$ cat src/rtl/run_ctrl_pkg.sv
// Shared definitions for run_ctrl: controller state encoding (doubles as the
// mode/LED code) and the board button roles.
package run_ctrl_pkg;

    typedef enum logic [1:0] {
        RESET = 2'b00,
        HALT  = 2'b01,
        RUN   = 2'b10,
        STEP  = 2'b11
    } run_state_t;

    localparam int BTN_RUN  = 0;
    localparam int BTN_RST  = 1;
    localparam int BTN_STEP = 2;

endpackage

$ cat src/rtl/run_ctrl_btn_debounce.sv
// btn_debounce: 2-flop synchroniser plus stability counter for one active-low
// button; emits a one-cycle registered pulse on each accepted press.
module btn_debounce #(
    parameter int DEB_CYCLES = 500000
) (
    input  logic i_clk,
    input  logic i_rst,
    input  logic i_btn_n,
    output logic o_press
);

    localparam int            CW       = $clog2(DEB_CYCLES);
    localparam logic [CW-1:0] CNT_LAST = CW'(DEB_CYCLES - 1);

    logic          r_sync0;
    logic          r_sync1;
    logic          r_level;
    logic          r_press;
    logic [CW-1:0] r_cnt;

    always_ff @(posedge i_clk) begin
        if (i_rst) begin
            r_sync0 <= 1'b1;
            r_sync1 <= 1'b1;
            r_level <= 1'b1;
            r_cnt   <= '0;
            r_press <= 1'b0;
        end else begin
            r_sync0 <= i_btn_n;
            r_sync1 <= r_sync0;
            r_press <= 1'b0;
            if (r_sync1 == r_level) begin
                r_cnt <= '0;
            end else if (r_cnt == CNT_LAST) begin
                // Accepting a change away from a released level is a press.
                r_cnt   <= '0;
                r_level <= r_sync1;
                r_press <= r_level;
            end else begin
                r_cnt <= r_cnt + CW'(1);
            end
        end
    end

    assign o_press = r_press;

endmodule

$ cat src/rtl/run_ctrl.sv
// run_ctrl: debounced board buttons driving a RESET/HALT/RUN/STEP controller
// for the CPU reset and halt lines. STEP exists only with RUN_CTRL_STEP_EN.
module run_ctrl
    import run_ctrl_pkg::*;
#(
    parameter int N_BTN      = 3,
    parameter int DEB_CYCLES = 500000,
    parameter int RST_CYCLES = 16,
    parameter int BOOT_RUN   = 0
) (
    input  logic             clk,
    input  logic             rst,
    input  logic [N_BTN-1:0] btn_n,
    output logic             cpu_nrst,
    output logic             cpu_halt,
    output logic [N_BTN-1:0] btn_press,
    output logic [1:0]       mode
);

    localparam int            RW       = $clog2(RST_CYCLES + 1);
    localparam logic [RW-1:0] RST_LOAD = RW'(RST_CYCLES);
`ifdef RUN_CTRL_STEP_EN
    localparam bit STEP_ON = 1'b1;
`else
    localparam bit STEP_ON = 1'b0;
`endif

    logic [N_BTN-1:0] w_press;
    run_state_t       r_state;
    logic [RW-1:0]    r_cnt;
    logic             r_boot;
    logic             r_nrst;
    logic             r_halt;

    for (genvar gi = 0; gi < N_BTN; gi++) begin : g_btn
        btn_debounce #(
            .DEB_CYCLES(DEB_CYCLES)
        ) u_deb (
            .i_clk  (clk),
            .i_rst  (rst),
            .i_btn_n(btn_n[gi]),
            .o_press(w_press[gi])
        );
    end

    // r_boot marks the stretch that follows rst; only that one may boot into RUN.
    always_ff @(posedge clk) begin
        if (rst || w_press[BTN_RST]) begin
            r_state <= RESET;
            r_cnt   <= RST_LOAD;
            r_boot  <= rst;
            r_nrst  <= 1'b0;
            r_halt  <= 1'b1;
        end else begin
            case (r_state)
                RESET: begin
                    if (r_cnt == RW'(1)) begin
                        r_nrst <= 1'b1;
                        r_boot <= 1'b0;
                        if ((BOOT_RUN != 0) && r_boot) begin
                            r_state <= RUN;
                            r_halt  <= 1'b0;
                        end else begin
                            r_state <= HALT;
                        end
                    end else begin
                        r_cnt <= r_cnt - RW'(1);
                    end
                end
                HALT: begin
                    if (w_press[BTN_RUN]) begin
                        r_state <= RUN;
                        r_halt  <= 1'b0;
                    end else if (STEP_ON && w_press[BTN_STEP]) begin
                        r_state <= STEP;
                        r_halt  <= 1'b0;
                    end
                end
                RUN: begin
                    if (w_press[BTN_STEP]) begin
                        r_state <= HALT;
                        r_halt  <= 1'b1;
                    end
                end
                default: begin
                    // STEP lasts exactly one cycle.
                    r_state <= HALT;
                    r_halt  <= 1'b1;
                end
            endcase
        end
    end

    assign cpu_nrst  = r_nrst;
    assign cpu_halt  = r_halt;
    assign btn_press = w_press;
    assign mode      = r_state;

endmodule

$ cat config.mk
export PLATFORM = sky130hd
export DESIGN_NAME = run_ctrl
export DESIGN_NICKNAME = d
export VERILOG_FILES = /design/src/rtl/run_ctrl_pkg.sv /design/src/rtl/run_ctrl_btn_debounce.sv /design/src/rtl/run_ctrl.sv
export SDC_FILE = /design/constraint.sdc
export NUM_CORES = 1
export LEC_CHECK = 0
export BUFFER_PORTS_ARGS = -buffer_cell sky130_fd_sc_hd__clkbuf_2
export CAP_MARGIN = 20
export CORE_MARGIN = 8
export CORE_UTILIZATION = 55
export CTS_CLUSTER_DIAMETER = 40
export DETAILED_ROUTE_END_ITERATION = 16
export PLACE_DENSITY_LB_ADDON = 0.25
export SYNTH_ARGS = -nofsm -noshare
export SYNTH_HDL_FRONTEND = slang
export SYNTH_HIERARCHICAL = 1
export SYNTH_SLANG_ARGS = --single-unit
$ cat constraint.sdc
create_clock -name clk -period 1.8 [get_ports clk]
set_input_delay 0.36 -clock clk [delete_from_list [all_inputs] [get_ports clk]]
set_output_delay 0.36 -clock clk [all_outputs]
set_load 0.02 [all_outputs]
==> results of run 1 <==
==> timing repair <==
item,in CTS,in global routing
hold endpoints to repair,0,0
setup buffers,0,1
resized for setup,1,12
endpoints found under the setup margin,14,55
pin swaps,0,3
==> where the power goes <==
group	leakage (uW)	internal [uW]	total [uW]	switching, uW
clock network	0.000106	785	1440	659
registers	0.000632	1790	1850	66.1
logic	0.000646	149	287	138
==> cell usage after synthesis, types with 2 or more instances <==
| cell | count |
|---|---|
| nand3_1 | 22 |
| or4_1 | 8 |
| and2_1 | 3 |
| buf_4 | 2 |
| nor2_1 | 59 |
| and4_1 | 7 |
| nand4bb_1 | 3 |
| nor4b_1 | 6 |
| nand4_1 | 18 |
| xnor2_1 | 24 |
| mux2i_1 | 5 |
| o21ai_0 | 8 |
| or3_1 | 5 |
| and3_1 | 4 |
| ha_1 | 5 |
| or4_4 | 4 |
| buf_2 | 2 |
| or3b_2 | 3 |
| nor4_1 | 8 |
| or2_2 | 8 |
| a21oi_1 | 15 |
| o21ai_4 | 2 |
| a211o_1 | 2 |
| buf_6 | 3 |
| xor2_1 | 19 |
| nor3_1 | 7 |
| inv_1 | 9 |
| dfxtp_1 | 78 |
| nand2_1 | 16 |
| o31ai_1 | 5 |
==> flip-flops by register name, indices dropped and copies added, names as in the netlist <==
register             cells
g_btn.u_deb/r_sync1      3
g_btn.u_deb/r_sync0      3
cpu_nrst                 1
mode                     2
cpu_halt                 1
r_cnt                    5
g_btn.u_deb/o_press      3
g_btn.u_deb/r_level      3
g_btn.u_deb/r_cnt       57
==> routing by layer <==
metal / GRT usage [%] / vias to the layer above
li1: - / 1428
met1: 19.02 / 1331
met2: 26.57 / 42
met3: 4.646 / 11
met4: 5.890 / 0
met5: 0 / -
==> cell families after synthesis <==
logic type                 Yosys count  share of synthesized area (%)
AOI/OAI and AO/OA                   37                          7.251
buffers and inverters               17                          3.086
muxes                                6                          1.759
adders and majority gates            5                          1.795
and+or+nand+nor                    187                          30.51
DFF                                 78                          44.80
xor gates and xnor gates            43                          10.80
==> layout make-up <==
| class | count | area [um2] | area share, % |
|---|---|---|---|
| timing repair buffer | 42 | 307.8 | 7.544 |
| multi-input combinational | 278 | 1858 | 45.54 |
| inverter | 9 | 33.78 | 0.8280 |
| tap | 77 | 96.34 | 2.361 |
| clock inverter | 7 | 97.59 | 2.392 |
| clock buffer | 9 | 123.9 | 3.036 |
| sequential | 78 | 1563 | 38.30 |
==> stage by stage <==
stage	instances	setup slack, ps	total power, uW	util [%]	hold slack (ps)
after floorplan	373	-49.71	2109	-	389.5
after global placement	483	48.44	2162	60.99	393.8
after global routing	500	-79.28	3752	65.38	178.5
after CTS	499	-35.90	3627	64.60	170.0
after detailed placement	483	-19.40	2178	60.99	400.6
final	500	-3.238	3586	65.38	188.4
==> worst paths after layout <==
path,start,depth (start not counted),slack [ps],endpoint
hold reg to reg,g_btn[2].u_deb/r_sync0,1,420,g_btn[2].u_deb/r_sync1
setup reg to reg,g_btn[0].u_deb/r_cnt[12],5,-3,g_btn[0].u_deb/r_cnt[5]
setup / recovery,g_btn[0].u_deb/r_cnt[12],5,-3,g_btn[0].u_deb/r_cnt[5]
hold / removal,btn_n[1],2,190,g_btn[1].u_deb/r_sync0
==> flow_metrics.py, run 1 <==
metrics = {
    "worst_setup_path": {
        "worst_path_most_repeated_cell": "or4_4",
        "path_max_fanout": 11,
        "path_delay_family": "simple AND/OR/NAND/NOR gates",
        "critPathKind": "flop to flop",
        "cp_cell_sequence": "or4_4, or4_4, o21ai_4, buf_6, nor2_1",
        "cp.required_ps": 2040,
        "slowest_delay_ps": 520,
        "worst-path-buf-inv": 1,
        "slowest_stage": "or4_4",
        "crit_path_start_kind": "flop",
        "cp.arrival_ps": 2040,
        "crit_path_end_kind": "flop",
    },
    "outcome": {
        "outcome": "finished with violations",
        "violations": "negative setup slack",
    },
    "drt": {
        "antenna_left": 0,
        "dr.pass1.iters": 4,
        "wirelength_met1_mm": 3.217,
        "wl_met2_mm": 3.350,
        "topRoutingLayerUsed": "met4",
        "wl_met3_um": 252,
        "num_vias": 2812,
        "drc": 0,
        "avgRoutedWirePerCell_um": 13.85,
        "totalWireLength_mm": 6.926,
        "drt_iter0_drc": 114,
        "avgViaCountPerCell": 5.624,
    },
    "yosys": {
        "ys_ff_latch": 78,
        "synth_seq_area_share_pct": 44.80,
        "synth_warnings": 6,
        "synth_area_leaders": "dfxtp_1, nor2_1, xnor2_1, xor2_1, nand4_1",
        "async_reset_ff_share_pct": 0,
        "syn_area_mm2": 0.003486,
        "avgSynthCellArea_um2": 9.345,
        "synth_top_area_share_pct": 44.80,
        "synth_largest_area_cell": "dfxtp_1",
        "synth_nets": 383,
        "synth_cells": 373,
        "synth_flop_cell": "dfxtp_1",
        "synth_edf_count": 0,
        "ys_types": 43,
    },
    "clocking": {
        "clockBufferDepth": 2,
        "htreeDepth": 3,
        "path_clk_slew_ps": 90,
        "tritoncts": "built",
        "ctsHoldBuffers": 0,
        "insertion_delay_ps": 350,
        "cts_buffers": 9,
        "clockRootBuffer": "clkbuf_8",
        "cts_num_sinks": 78,
    },
    "floorplan": {
        "die_y_um": 95.61,
        "chipWidth_um": 95.61,
        "coreArea_mm2": 0.006241,
        "start_util_pct": 55.85,
        "dieArea_mm2": 0.009141,
        "rows": 29,
        "ios": 12,
    },
    "grt": {
        "grt_max_degree": 19,
        "grt_overflow": 0,
        "grt_pass1_wl_mm": 11.79,
        "track_usage_pct": 15.96,
        "grt_pass1_vias": 2693,
        "antenna_found_initial": 0,
    },
    "finish": {
        "synthToLayoutAreaGrowth_pct": 17.05,
        "nets": 428,
        "final_layout_size_suffix_gt1_share_pct": 21.51,
        "num_antenna_cells": 0,
        "fillers": 546,
        "final_common_cell": "dfxtp_1",
        "layout_common_cells": "dfxtp_1, nor2_1, buf_4",
        "fin_area_mm2": 0.004080,
    },
    "power_and_ir_drop": {
        "peakVddDrop_uv": 644.5,
        "power-per-cell-area_mw_per_mm2": 878.9,
        "power_leakage_uw": 0.001384,
    },
    "sta": {
        "relSlewSlack_pct": 54.56,
        "setup_ws_ps": -3.238,
        "clock_skew_ps": 8.977,
        "drv_slew": 0,
        "setup_viol": 3,
        "worst_slew_pin_slew_ps": 672.2,
        "hold_violations": 0,
        "fin_crit_ps": 1803,
        "fmax_ghz": 0.5546,
        "grt_setup_unrepaired": "true",
        "post-route-period-util_pct": 100.2,
        "setup-tns-final_ps": -5.984,
    },
    "run": {
        "max-cap-violations": 0,
    },
    "hold_path": {
        "hold_path.class": "input pin to flop",
    },
    "place": {
        "placed_cell_area_mm2": 0.003806,
        "portBuffers": 11,
        "detailed_place_hpwl_mm": 4.833,
        "gp_congestion": 0.8602,
    },
}
No activity file was read; power rests on OpenSTA's default activity.
==> run 2: changes to the inputs <==
- BUFFER_PORTS_ARGS: -buffer_cell sky130_fd_sc_hd__clkbuf_2 -> not set
- DONT_BUFFER_PORTS: not set -> 1
==> run 2 against run 1 <==
  * Maximum frequency is essentially flat
  * Largest cell class unchanged
  * Power down 1.4%
  * Wire length decreased by 5.2%
  * Sequential share of layout area up 0.18 points
  * Sequential cell count did not move
  * Cell count down 1.8%
  * The flow still finishes with violations (negative setup slack)
  * Largest power group unchanged
  * Critical path depth is the same
  * Utilization fell by 0.30 points
  * Design area fell by 0.46%
  * Combinational power decreased by 6%
==> flow_metrics.py, run 2 (synthesized netlist as in run 1, its figures left out) <==
metrics = {
    "drt": {
        "totalWireLength_mm": 6.567,
        "drt_iter0_drc": 122,
        "dr.pass1.iters": 4,
        "avgViaCountPerCell": 5.607,
        "num_vias": 2753,
        "drc": 0,
        "antenna_left": 0,
        "avgRoutedWirePerCell_um": 13.37,
    },
    "grt": {
        "grt_pass1_vias": 2530,
        "grt_max_degree": 19,
        "antenna_found_initial": 0,
        "grt_overflow": 0,
        "track_usage_pct": 15.24,
        "grt_pass1_wl_mm": 11.14,
    },
    "sta": {
        "post-route-period-util_pct": 100.2,
        "clock_skew_ps": 12.69,
        "fmax_ghz": 0.5545,
        "setup_viol": 2,
        "drv_slew": 0,
        "worst_slew_pin_slew_ps": 405.3,
        "hold_violations": 0,
        "setup_ws_ps": -3.458,
        "grt_setup_unrepaired": "true",
        "fin_crit_ps": 1803,
        "setup-tns-final_ps": -4.792,
        "relSlewSlack_pct": 72.94,
    },
    "finish": {
        "largest-register": "g_btn.u_deb/r_cnt",
        "largest_reg_flops": 57,
        "top_regs": "g_btn.u_deb/r_cnt (57), r_cnt (5)",
        "fin_util_pct": 65.08,
        "nets": 419,
        "num_antenna_cells": 0,
        "final_layout_size_suffix_gt1_share_pct": 19.08,
        "final_common_cell": "dfxtp_1",
        "synthToLayoutAreaGrowth_pct": 16.51,
        "layout_common_cells": "dfxtp_1, nor2_1, buf_4",
    },
    "clocking": {
        "cts_buffers": 9,
        "cts_num_sinks": 78,
        "insertion_delay_ps": 340,
        "htreeDepth": 3,
        "ctsHoldBuffers": 0,
        "path_clk_slew_ps": 80,
        "clockRootBuffer": "clkbuf_8",
        "clockBufferDepth": 2,
        "tritoncts": "built",
    },
    "outcome": {
        "outcome": "finished with violations",
        "violations": "negative setup slack",
    },
    "floorplan": {
        "coreArea_mm2": 0.006241,
        "ios": 12,
        "rows": 29,
        "dieArea_mm2": 0.009141,
        "start_util_pct": 55.85,
        "die_y_um": 95.61,
        "chipWidth_um": 95.61,
    },
    "worst_setup_path": {
        "crit_start": "g_btn[2].u_deb/r_cnt[12]",
        "cp_cell_sequence": "or4_4, or4_4, o21ai_4, buf_12, nor2_1",
        "crit_path_start_kind": "flop",
        "critPathKind": "flop to flop",
        "r2r-end": "g_btn[2].u_deb/r_cnt[3]",
        "worst-path-buf-inv": 1,
        "rr_worst_depth": 5,
        "slowest_delay_ps": 510,
        "regToRegStartpoint": "g_btn[2].u_deb/r_cnt[12]",
        "reg2reg_slack_ps": -3,
        "worst_path_most_repeated_cell": "or4_4",
        "path_delay_family": "simple AND/OR/NAND/NOR gates",
        "crit_path_end_kind": "flop",
        "path_max_fanout": 14,
        "worstSetupEndpoint": "g_btn[2].u_deb/r_cnt[3]",
        "slowest_stage": "or4_4",
        "worst-path-stages": 5,
        "cp.required_ps": 2030,
        "cp.arrival_ps": 2030,
    },
    "power_and_ir_drop": {
        "power-per-cell-area_mw_per_mm2": 870.9,
        "power_leakage_uw": 0.001360,
        "peakVddDrop_uv": 699.0,
    },
    "place": {
        "portBuffers": 0,
        "gp_congestion": 0.9013,
        "dp_slack_ps": 6.255,
        "detailed_place_hpwl_mm": 4.643,
    },
    "hold_path": {
        "hold_path.class": "input pin to flop",
    },
    "run": {
        "max-cap-violations": 0,
    },
}
-- run 2: cell types whose count changed in the layout (fill, tap and decap cells not counted), moves of 2 or more --
cell        change
clkbuf_2       -11
clkinvlp_4      -2
nor2_2          -4
buf_12          +2
nor2_1          +4
clkbuf_1        +2
-- run 2: metrics by stage --
step,hold slack [ps],area (um2),std cells,power (uW)
final,98.40,4061,491,3537
after global routing,73.07,4061,491,3682
after CTS,76.31,4009,490,3575
after detailed placement,403.3,3791,474,2171
after global placement,395.3,3791,474,2157
after floorplan,389.5,3503,373,2109
-- run 2: worst min path at each step --
| stage | start | to | cells after the start | slack, ps |
|---|---|---|---|---|
| floorplan | g_btn[0].u_deb/r_sync0 | g_btn[0].u_deb/r_sync1 | 1 | 390 |
| global placement | g_btn[2].u_deb/r_sync0 | g_btn[2].u_deb/r_sync1 | 1 | 400 |
| detailed placement | g_btn[2].u_deb/r_sync0 | g_btn[2].u_deb/r_sync1 | 1 | 400 |
| CTS | rst | g_btn[1].u_deb/o_press | 1 | 80 |
| global route | rst | g_btn[1].u_deb/o_press | 1 | 70 |
| finish | rst | g_btn[1].u_deb/o_press | 1 | 100 |
-- run 2: area by class of cell --
class / instances / area, um2
fill: 514 / 2180
clock inverter: 4 / 70.07
sequential: 78 / 1563
tap: 77 / 96.34
clock buffer: 12 / 145.1
multi-input combinational: 278 / 1864
inverter: 9 / 33.78
timing repair buffer: 33 / 289.0
-- run 2: timing repair --
action	in CTS	in global routing
setup buffers	0	1
setup endpoints to repair	10	58
pin swaps	2	3
gates resized for setup	1	10
-- run 2: power breakdown --
| part | total, uW | internal (uW) | switching [uW] |
|---|---|---|---|
| sequential | 1860 | 1790 | 73.4 |
| clock | 1400 | 816 | 589 |
| combinational | 270 | 149 | 121 |
| total | 3540 | 2750 | 783 |
-- run 2: routing by layer --
layer	global-route usage, %	vias up	share of wire (%)
li1	-	1413	-
met1	18.85	1288	48
met2	23.94	41	46
met3	3.937	11	3.9
met4	7.810	0	1.7
met5	0	-	0
